File: config.mk
export PLATFORM = sky130hd
export DESIGN_NAME = pipe_ctrl
export DESIGN_NICKNAME = d
export VERILOG_FILES = /design/src/rtl/pipe_ctrl.sv
export SDC_FILE = /design/constraint.sdc
export NUM_CORES = 1
export LEC_CHECK = 0
export ABC_AREA = 1
export BUFFER_PORTS_ARGS = -buffer_cell sky130_fd_sc_hd__buf_2
export CAP_MARGIN = 20
export CORE_UTILIZATION = 49
export CTS_CLUSTER_DIAMETER = 120
export DETAILED_ROUTE_END_ITERATION = 6
export GPL_TIMING_DRIVEN = 0
export HOLD_SLACK_MARGIN = 0.03
export PLACE_DENSITY = 0.85
export REMOVE_ABC_BUFFERS = 1
export SETUP_SLACK_MARGIN = 0.2
export SYNTH_ARGS = -nofsm -noshare
export SYNTH_HDL_FRONTEND = slang
export SYNTH_SLANG_ARGS = --single-unit
File: constraint.sdc
create_clock -name clk -period 4.1 [get_ports clk]
set_input_delay 0.615 -clock clk [delete_from_list [all_inputs] [get_ports clk]]
set_output_delay 0.615 -clock clk [all_outputs]
set_load 0.02 [all_outputs]
File: src/rtl/pipe_ctrl.sv
// Pipeline sequencing controller: merges stage stall requests, sequences
// exception/ERET redirects as a one-cycle flush, and runs a stall watchdog.
module pipe_ctrl #(
  parameter int unsigned ADDR_W       = 32,
  parameter int unsigned GUARD_CYCLES = 2,
  parameter int unsigned MAX_STALL    = 64,
  parameter int unsigned CNT_W        = 8
) (
  input  logic              clk,
  input  logic              rst,
  input  logic              stallreq_id,
  input  logic              stallreq_ex,
  input  logic              stallreq_mem,
  input  logic              excp_req,
  input  logic [ADDR_W-1:0] excp_vector,
  input  logic              eret_req,
  input  logic [ADDR_W-1:0] epc,
  output logic [5:0]        stall,
  output logic              flush,
  output logic [ADDR_W-1:0] new_pc,
  output logic [CNT_W-1:0]  stall_cnt,
  output logic              stall_timeout
);

  localparam int unsigned GW = (GUARD_CYCLES > 0) ? $clog2(GUARD_CYCLES + 1) : 1;

  typedef enum logic [1:0] {
    ST_RUN,
    ST_FLUSH,
    ST_GUARD
  } state_t;

  state_t              state_q, state_d;
  logic [GW-1:0]       guard_q, guard_d;
  logic [ADDR_W-1:0]   new_pc_q, new_pc_d;
  logic [CNT_W-1:0]    cnt_q, cnt_d;
  logic                timeout_q, timeout_d;

  // Stall encoding is suppressed during reset and in the flush cycle.
  always_comb begin
    stall = '0;
    if (rst && state_q != ST_FLUSH) begin
      if (stallreq_mem)      stall = 6'b011111;
      else if (stallreq_ex)  stall = 6'b001111;
      else if (stallreq_id)  stall = 6'b000111;
    end
  end

  always_comb begin
    state_d  = state_q;
    guard_d  = guard_q;
    new_pc_d = new_pc_q;
    case (state_q)
      ST_RUN: begin
        if (excp_req) begin
          new_pc_d = excp_vector;
          state_d  = ST_FLUSH;
        end else if (eret_req) begin
          new_pc_d = epc;
          state_d  = ST_FLUSH;
        end
      end
      ST_FLUSH: begin
        if (GUARD_CYCLES == 0) begin
          state_d = ST_RUN;
        end else begin
          state_d = ST_GUARD;
          guard_d = GW'(GUARD_CYCLES);
        end
      end
      ST_GUARD: begin
        if (guard_q <= GW'(1)) begin
          state_d = ST_RUN;
          guard_d = '0;
        end else begin
          guard_d = guard_q - GW'(1);
        end
      end
      default: begin
        state_d = ST_RUN;
        guard_d = '0;
      end
    endcase
  end

  // Watchdog: the count saturates, and the flag latches on the edge the
  // count reaches MAX_STALL.
  always_comb begin
    cnt_d     = cnt_q;
    timeout_d = timeout_q;
    if (stall != 6'b000000) begin
      if (cnt_q != '1) cnt_d = cnt_q + CNT_W'(1);
      if (cnt_q == CNT_W'(MAX_STALL - 1)) timeout_d = 1'b1;
    end else begin
      cnt_d = '0;
    end
  end

  always_ff @(posedge clk or negedge rst) begin
    if (!rst) begin
      state_q   <= ST_RUN;
      guard_q   <= '0;
      new_pc_q  <= '0;
      cnt_q     <= '0;
      timeout_q <= 1'b0;
    end else begin
      state_q   <= state_d;
      guard_q   <= guard_d;
      new_pc_q  <= new_pc_d;
      cnt_q     <= cnt_d;
      timeout_q <= timeout_d;
    end
  end

  assign flush         = (state_q == ST_FLUSH);
  assign new_pc        = new_pc_q;
  assign stall_cnt     = cnt_q;
  assign stall_timeout = timeout_q;

endmodule
==> run_results.csv, run 1 <==
group,metric,value,unit
run_status,status,"complete, no violations",
sta,holdWs,133,ps
yosys,ys_ff_latch,45,
clock_network,cts_buffers,5,
yosys,avgSynthCellArea,8.17,µm²
floorplanning,ioPinCount,119,
yosys,syn_area,2300,µm²
yosys,syn_inst,281,
pwr,power_frac_seq,36.6,%
yosys,yosysTopAreaCellShare,49.0,%
final_layout,final_cells,443,
drt,wl_met2,2.56,mm
drt,routed_wirelength,5.19,mm
sta,finalSetupViolations,0,
critical_path,critPathCaptureType,"output pin",
place,place.gp.congestion,0.777,
critical_path,path_class,"flop to output pin",
clock_network,post_cts_buffers,0,
drt,top_layer,"met4",
sta,period_minus_slack,2820,ps
global_route,grt_pass1_vias,2012,
place,place_ws,693,ps
critical_path,crit_buf_inv,2,
drt,wl_met1,2.26,mm
floorplanning,die_area,4960,µm²
floorplanning,row_count,24,
global_route,grt.overflow.total,0,
critical_path,cp_slowest_stage_delay,790,ps
clock_network,clk_pin_slew,80,ps
final_layout,final_util,68.3,%
sta,rsz0062_at_grt,"false",
sta,hold_violations,0,
place,io_buffers,117,
yosys,netlist.top_cell.by_area,"dfrtp_1",
pwr,p_sw,0.813,mW
run,drv_cap,0,
final_layout,final_nets,466,
place,place_area,2880,µm²
yosys,yosys_warnings,0,
pwr,p_leak,1.58,nW
drt,viasPerCell,5.06,
clock_network,insertion_delay,290,ps
pwr,comb_power_share,46.4,%
critical_path,slowest_stage,"a21oi_1",
sta,finalSetupTns,0,ps
yosys,netlist_top_cells_area,"dfrtp_1, nand2_1, o21a_1, nand3_1, ha_1",
global_route,antenna_found_initial,0,
yosys,yosysUniqueCellTypes,18,
floorplanning,start_util,52.0,%
clock_network,cts_hold_buf,0,
floorplanning,core_area,4410,µm²
critical_path,critical_path.top_delay_family,"compound AO/OA/AOI/OAI gates",
critical_path,path_max_fanout,15,
final_layout,drive_gt1_share,33.0,%
clock_network,clock_sinks,45,
clock_network,cts_tree,"yes",
sta,worstMarginPinSlew,1030,ps
worst_hold_path,hold_path_class,"primary input to asynchronous set/reset pin",
critical_path,cp_cell_sequence,"ha_1 > inv_1 > nand2_1 > a21oi_1 > buf_2",
drt,antenna_left,0,
yosys,seq_area_frac_synth,49.0,%
global_route,grt_usage,22.3,%
drt,drc,0,
clock_network,htreeDepth,2,
pwr,ir_worst_vdd,0.378,mV
floorplanning,die_y,70.5,µm
drt,avgRoutedWirePerCell,11.7,µm
critical_path,cp-start-kind,"flop",
pwr,p_clk_share,17.0,%
place,place_inst,434,
sta,drv_slew,0,
final_layout,synthToLayoutAreaGrowth,31.3,%
drt,via_count,2243,
final_layout,fin_area,3010,µm²
final_layout,diodes,0,
place,dp_hpwl,3.82,mm
pwr,power.density,663,nW/µm²
global_route,grt_pass1_wl,8.78,mm
clock_network,cts_root_buffer,"clkbuf_8",
sta,max_freq,0.355,GHz
pwr,p_total,2.00,mW
drt,wl_met3,331,µm
clock_network,cts_resized,0,
sta,fin_skew,6.56,ps
global_route,grt_max_degree,47,
drt,drtIter0Drc,109,
sta,fin_ws,1280,ps
clock_network,clockBufferDepth,2,
drt,dr.pass1.iters,4,
critical_path,cp_data_required_time,3480,ps
sta,finalCritPeriodShare,68.7,%
sta,maxSlewHeadroom,31.7,%
pwr,p_sw_share,40.7,%
pwr,internal_power,1.18,mW
floorplanning,die_w,70.5,µm
critical_path,arrival,2200,ps
-- registers in the layout (all words and copies together), names as in the netlist --
name	count
new_pc	32
stall_timeout	1
guard_q	2
state_q	2
stall_cnt	8
-- metal layers --
layer  global-route usage, %  vias up
met4                    8.44        0
met2                    37.8       92
li1                        -     1130
met3                    4.33        4
met1                    28.2     1017
met5                       0        -
-- final cells by class --
class,instances,area (µm²)
multi-input cells,204,1020
inverters,15,56.3
repair buffers,119,626
fillers,361,1400
clock buffers,7,86.3
clock inverters,1,30.0
flip-flops and latches,45,1130
well taps,52,65.1
-- final timing paths --
| kind | start | end | slack, ps | cells after the start |
|---|---|---|---|---|
| setup reg to reg | state_q[0]$_DFFE_PN0P_ | stall_cnt[2]$_DFFE_PN0P_ | 1920 | 6 |
| setup / recovery | state_q[0]$_DFFE_PN0P_ | stall[2] | 1280 | 5 |
| hold reg to reg | stall_timeout$_DFFE_PN0P_ | stall_timeout$_DFFE_PN0P_ | 480 | 1 |
| max in group asynchronous | rst | new_pc[22]$_DFFE_PN0P_ | 3530 | 2 |
| min in group clk | stall_timeout$_DFFE_PN0P_ | stall_timeout$_DFFE_PN0P_ | 480 | 1 |
| hold / removal | rst | stall_cnt[5]$_DFFE_PN0P_ | 130 | 1 |
-- synthesized netlist by cell type (all sizes together) --
master	n
a21oi	3
buf	14
clkbuf	3
conb	1
dfrtp	45
ha	5
inv	15
nand2	96
nand3	47
nand4	1
nor2	11
o21a	32
o21ai	4
o21bai	3
or2	1
-- cell families after synthesis --
logic type	count (synthesis)	share of synthesized area, %
adder cells (fa/ha/maj)	5	2.72
other	1	0.163
flip-flops	45	49.0
AND/OR/NAND/NOR	156	28.3
AO/OA/AOI/OAI	42	13.5
buffers and inverters	32	6.32
-- power groups by stage --
stage / logic (mW) / clock network (mW) / registers [mW]
after detailed placement: 0.930 / 0 / 0.734
after global routing: 1.01 / 0.364 / 0.753
final: 0.926 / 0.340 / 0.731
after CTS: 0.933 / 0.348 / 0.731
after global placement: 0.888 / 0 / 0.730
after floorplan: 0.391 / 0 / 0.934
-- cell usage in the layout (no fill, tap or decap), types with 2 or more instances in the layout --
cell | netlist | layout
buf_2 | 11 | 117
nand2_1 | 96 | 96
nand3_1 | 47 | 47
dfrtp_1 | 45 | 45
o21a_1 | 32 | 32
inv_1 | 14 | 14
nor2_1 | 11 | 11
clkbuf_8 | 0 | 6
ha_1 | 5 | 5
o21ai_0 | 4 | 4
o21bai_1 | 3 | 3
a21oi_1 | 2 | 2
buf_12 | 0 | 2
Note: power is estimated with default switching activity, not from simulation.
==> run 2: changes to the inputs <==
Settings changed: CORE_UTILIZATION 49 to 45, PLACE_DENSITY 0.85 to 0.79.
Clock period 4.1 ns to 2.7 ns, I/O delays scaled along.
==> run_results.csv, run 2 (synthesized netlist as in run 1, its figures left out) <==
group,metric,value,unit
floorplanning,start_util,47.7,%
critical_path,cp_cell_sequence,"inv_1 > ha_1 > inv_1 > nand2_1 > a21oi_2 > buf_2",
drt,avgRoutedWirePerCell,11.5,µm
final_layout,nFillCells,431,
drt,routed_wirelength,5.27,mm
clock_network,clock_sinks,45,
clock_network,clk_pin_slew,80,ps
final_layout,multi_input_area,1040,µm²
clock_network,htreeDepth,2,
drt,via_count,2239,
pwr,ir_worst_vdd,0.493,mV
global_route,grt_pass1_vias,1963,
pwr,power.density,978,nW/µm²
drt,antenna_left,0,
critical_path,crit_path_frequent_cell,"inv_1",
critical_path,cp_data_required_time,2300,ps
floorplanning,core_area,4820,µm²
final_layout,diodes,0,
critical_path,reg2reg_to,"new_pc[9]$_DFFE_PN0P_",
critical_path,arrival,1870,ps
sta,drv_slew,0,
run_status,status,"complete, no violations",
clock_network,cts_tree,"yes",
critical_path,reg2reg_from,"state_q[1]$_DFFE_PN0P_",
global_route,grt.overflow.total,0,
sta,rsz0062_at_grt,"false",
drt,drc,0,
sta,worstMarginPinSlew,755,ps
pwr,p_total,2.93,mW
global_route,grt_max_degree,47,
sta,period_minus_slack,2280,ps
critical_path,path_class,"flop to output pin",
clock_network,cts_root_buffer,"clkbuf_8",
final_layout,final_nets,466,
clock_network,cts_hold_buf,0,
sta,finalSetupViolations,0,
clock_network,post_cts_buffers,0,
final_layout,synthToLayoutAreaGrowth,30.6,%
clock_network,cts_buffers,5,
floorplanning,die_w,73.4,µm
place,place.gp.congestion,0.817,
sta,fin_ws,420,ps
critical_path,slowest_stage,"a21oi_2",
sta,hold_violations,0,
run,drv_cap,0,
global_route,antenna_found_initial,0,
final_layout,layout_common_cells,"buf_2, nand2_1, nand3_1",
final_layout,regArea,1130,µm²
sta,fin_skew,2.41,ps
clock_network,insertion_delay,280,ps
sta,max_freq,0.439,GHz
drt,viasPerCell,4.90,
critical_path,critPathCaptureType,"output pin",
floorplanning,die_area,5390,µm²
critical_path,reg2reg_depth,7,
sta,maxSlewHeadroom,49.7,%
final_layout,final_common_cell,"buf_2",
place,io_buffers,117,
critical_path,cp-start-kind,"flop",
global_route,grt_pass1_wl,8.38,mm
floorplanning,die_y,73.4,µm
drt,dr.pass1.iters,5,
sta,finalCritPeriodShare,84.4,%
final_layout,largest_reg_flops,32,
place,dp_hpwl,3.75,mm
clock_network,clockBufferDepth,2,
global_route,grt_usage,20.3,%
floorplanning,ioPinCount,119,
floorplanning,row_count,25,
drt,drtIter0Drc,79,
critical_path,cp_slowest_stage_delay,480,ps
critical_path,crit_path_start,"state_q[1]$_DFFE_PN0P_",
pwr,p_leak,1.56,nW
critical_path,reg2reg_setup_slack,780,ps
place,place_ws,-266,ps
final_layout,drive_gt1_share,33.1,%
critical_path,path_max_fanout,15,
worst_hold_path,hold_path_class,"primary input to asynchronous set/reset pin",
[run 2: cell count changes in the layout (fill, tap and decap cells not counted)]
cell / change
buf_4: +1
a21oi_1: -1
buf_2: -1
buf_12: -1
bufinv_16: -1
a21oi_2: +2
[run 2: final cells by class]
class	count	area share (%)
Clock buffer	7	2.88
Inverter	15	1.88
Sequential cell	45	37.6
Timing Repair Buffer	118	20.3
Multi-Input combinational cell	205	34.6
Tap cell	67	2.80
[run 2: through the flow]
stage | cell area (µm²) | std cells | TNS [ps] | util, % | hold WS (ps)
final | 3000 | 457 | 0 | 62.2 | 103
after global routing | 3000 | 457 | 0 | 62.2 | 141
after CTS | 2990 | 456 | 0 | 62.1 | 119
after detailed placement | 2900 | 449 | -1590 | 60.1 | 474
after global placement | 2880 | 448 | -10970 | 59.7 | 463
after floorplan | 2210 | 264 | -30.9 | - | 109
[run 2: per-layer routing]
metal  vias to the layer above  global-route usage (%)  routed length [µm]
met4                         0                    6.41                  45
met3                         4                    5.21                 367
li1                       1125                       -                   -
met2                        95                    36.1                2540
met1                      1015                    24.0                2320
met5                         -                       0                   0
[run 2: what timing repair did]
action | in CTS | in global routing
cloned | 0 | 1
pin swaps | 0 | 1
resized for setup | 2 | 0
endpoints found under the setup margin | 9 | 16
[run 2: where the power goes]
group / internal, mW / switching, mW
logic: 0.546 / 0.873
registers: 0.952 / 0.155
clock network: 0.203 / 0.203
total: 1.70 / 1.23
[run 2: critical path, delay by kind of cell (launching register included)]
family | cells | cell delay [ps]
AOI/OAI and AO/OA | 1 | 480
buffers and inverters | 3 | 430
DFF | 1 | 380
adders and majority gates | 1 | 200
and+or+nand+nor | 1 | 90
[run 2: how the worst max path moves through the flow]
| stage | end | slack, ps |
|---|---|---|
| final | stall[2] | 420 |
| after global routing | stall[2] | 240 |
| after CTS | new_pc[9]$_DFFE_PN0P_ | 370 |
| after detailed placement | stall[2] | -270 |
| after global placement | new_pc[9]$_DFFE_PN0P_ | -340 |
| after floorplan | stall_cnt[2]$_DFFE_PN0P_ | -5 |
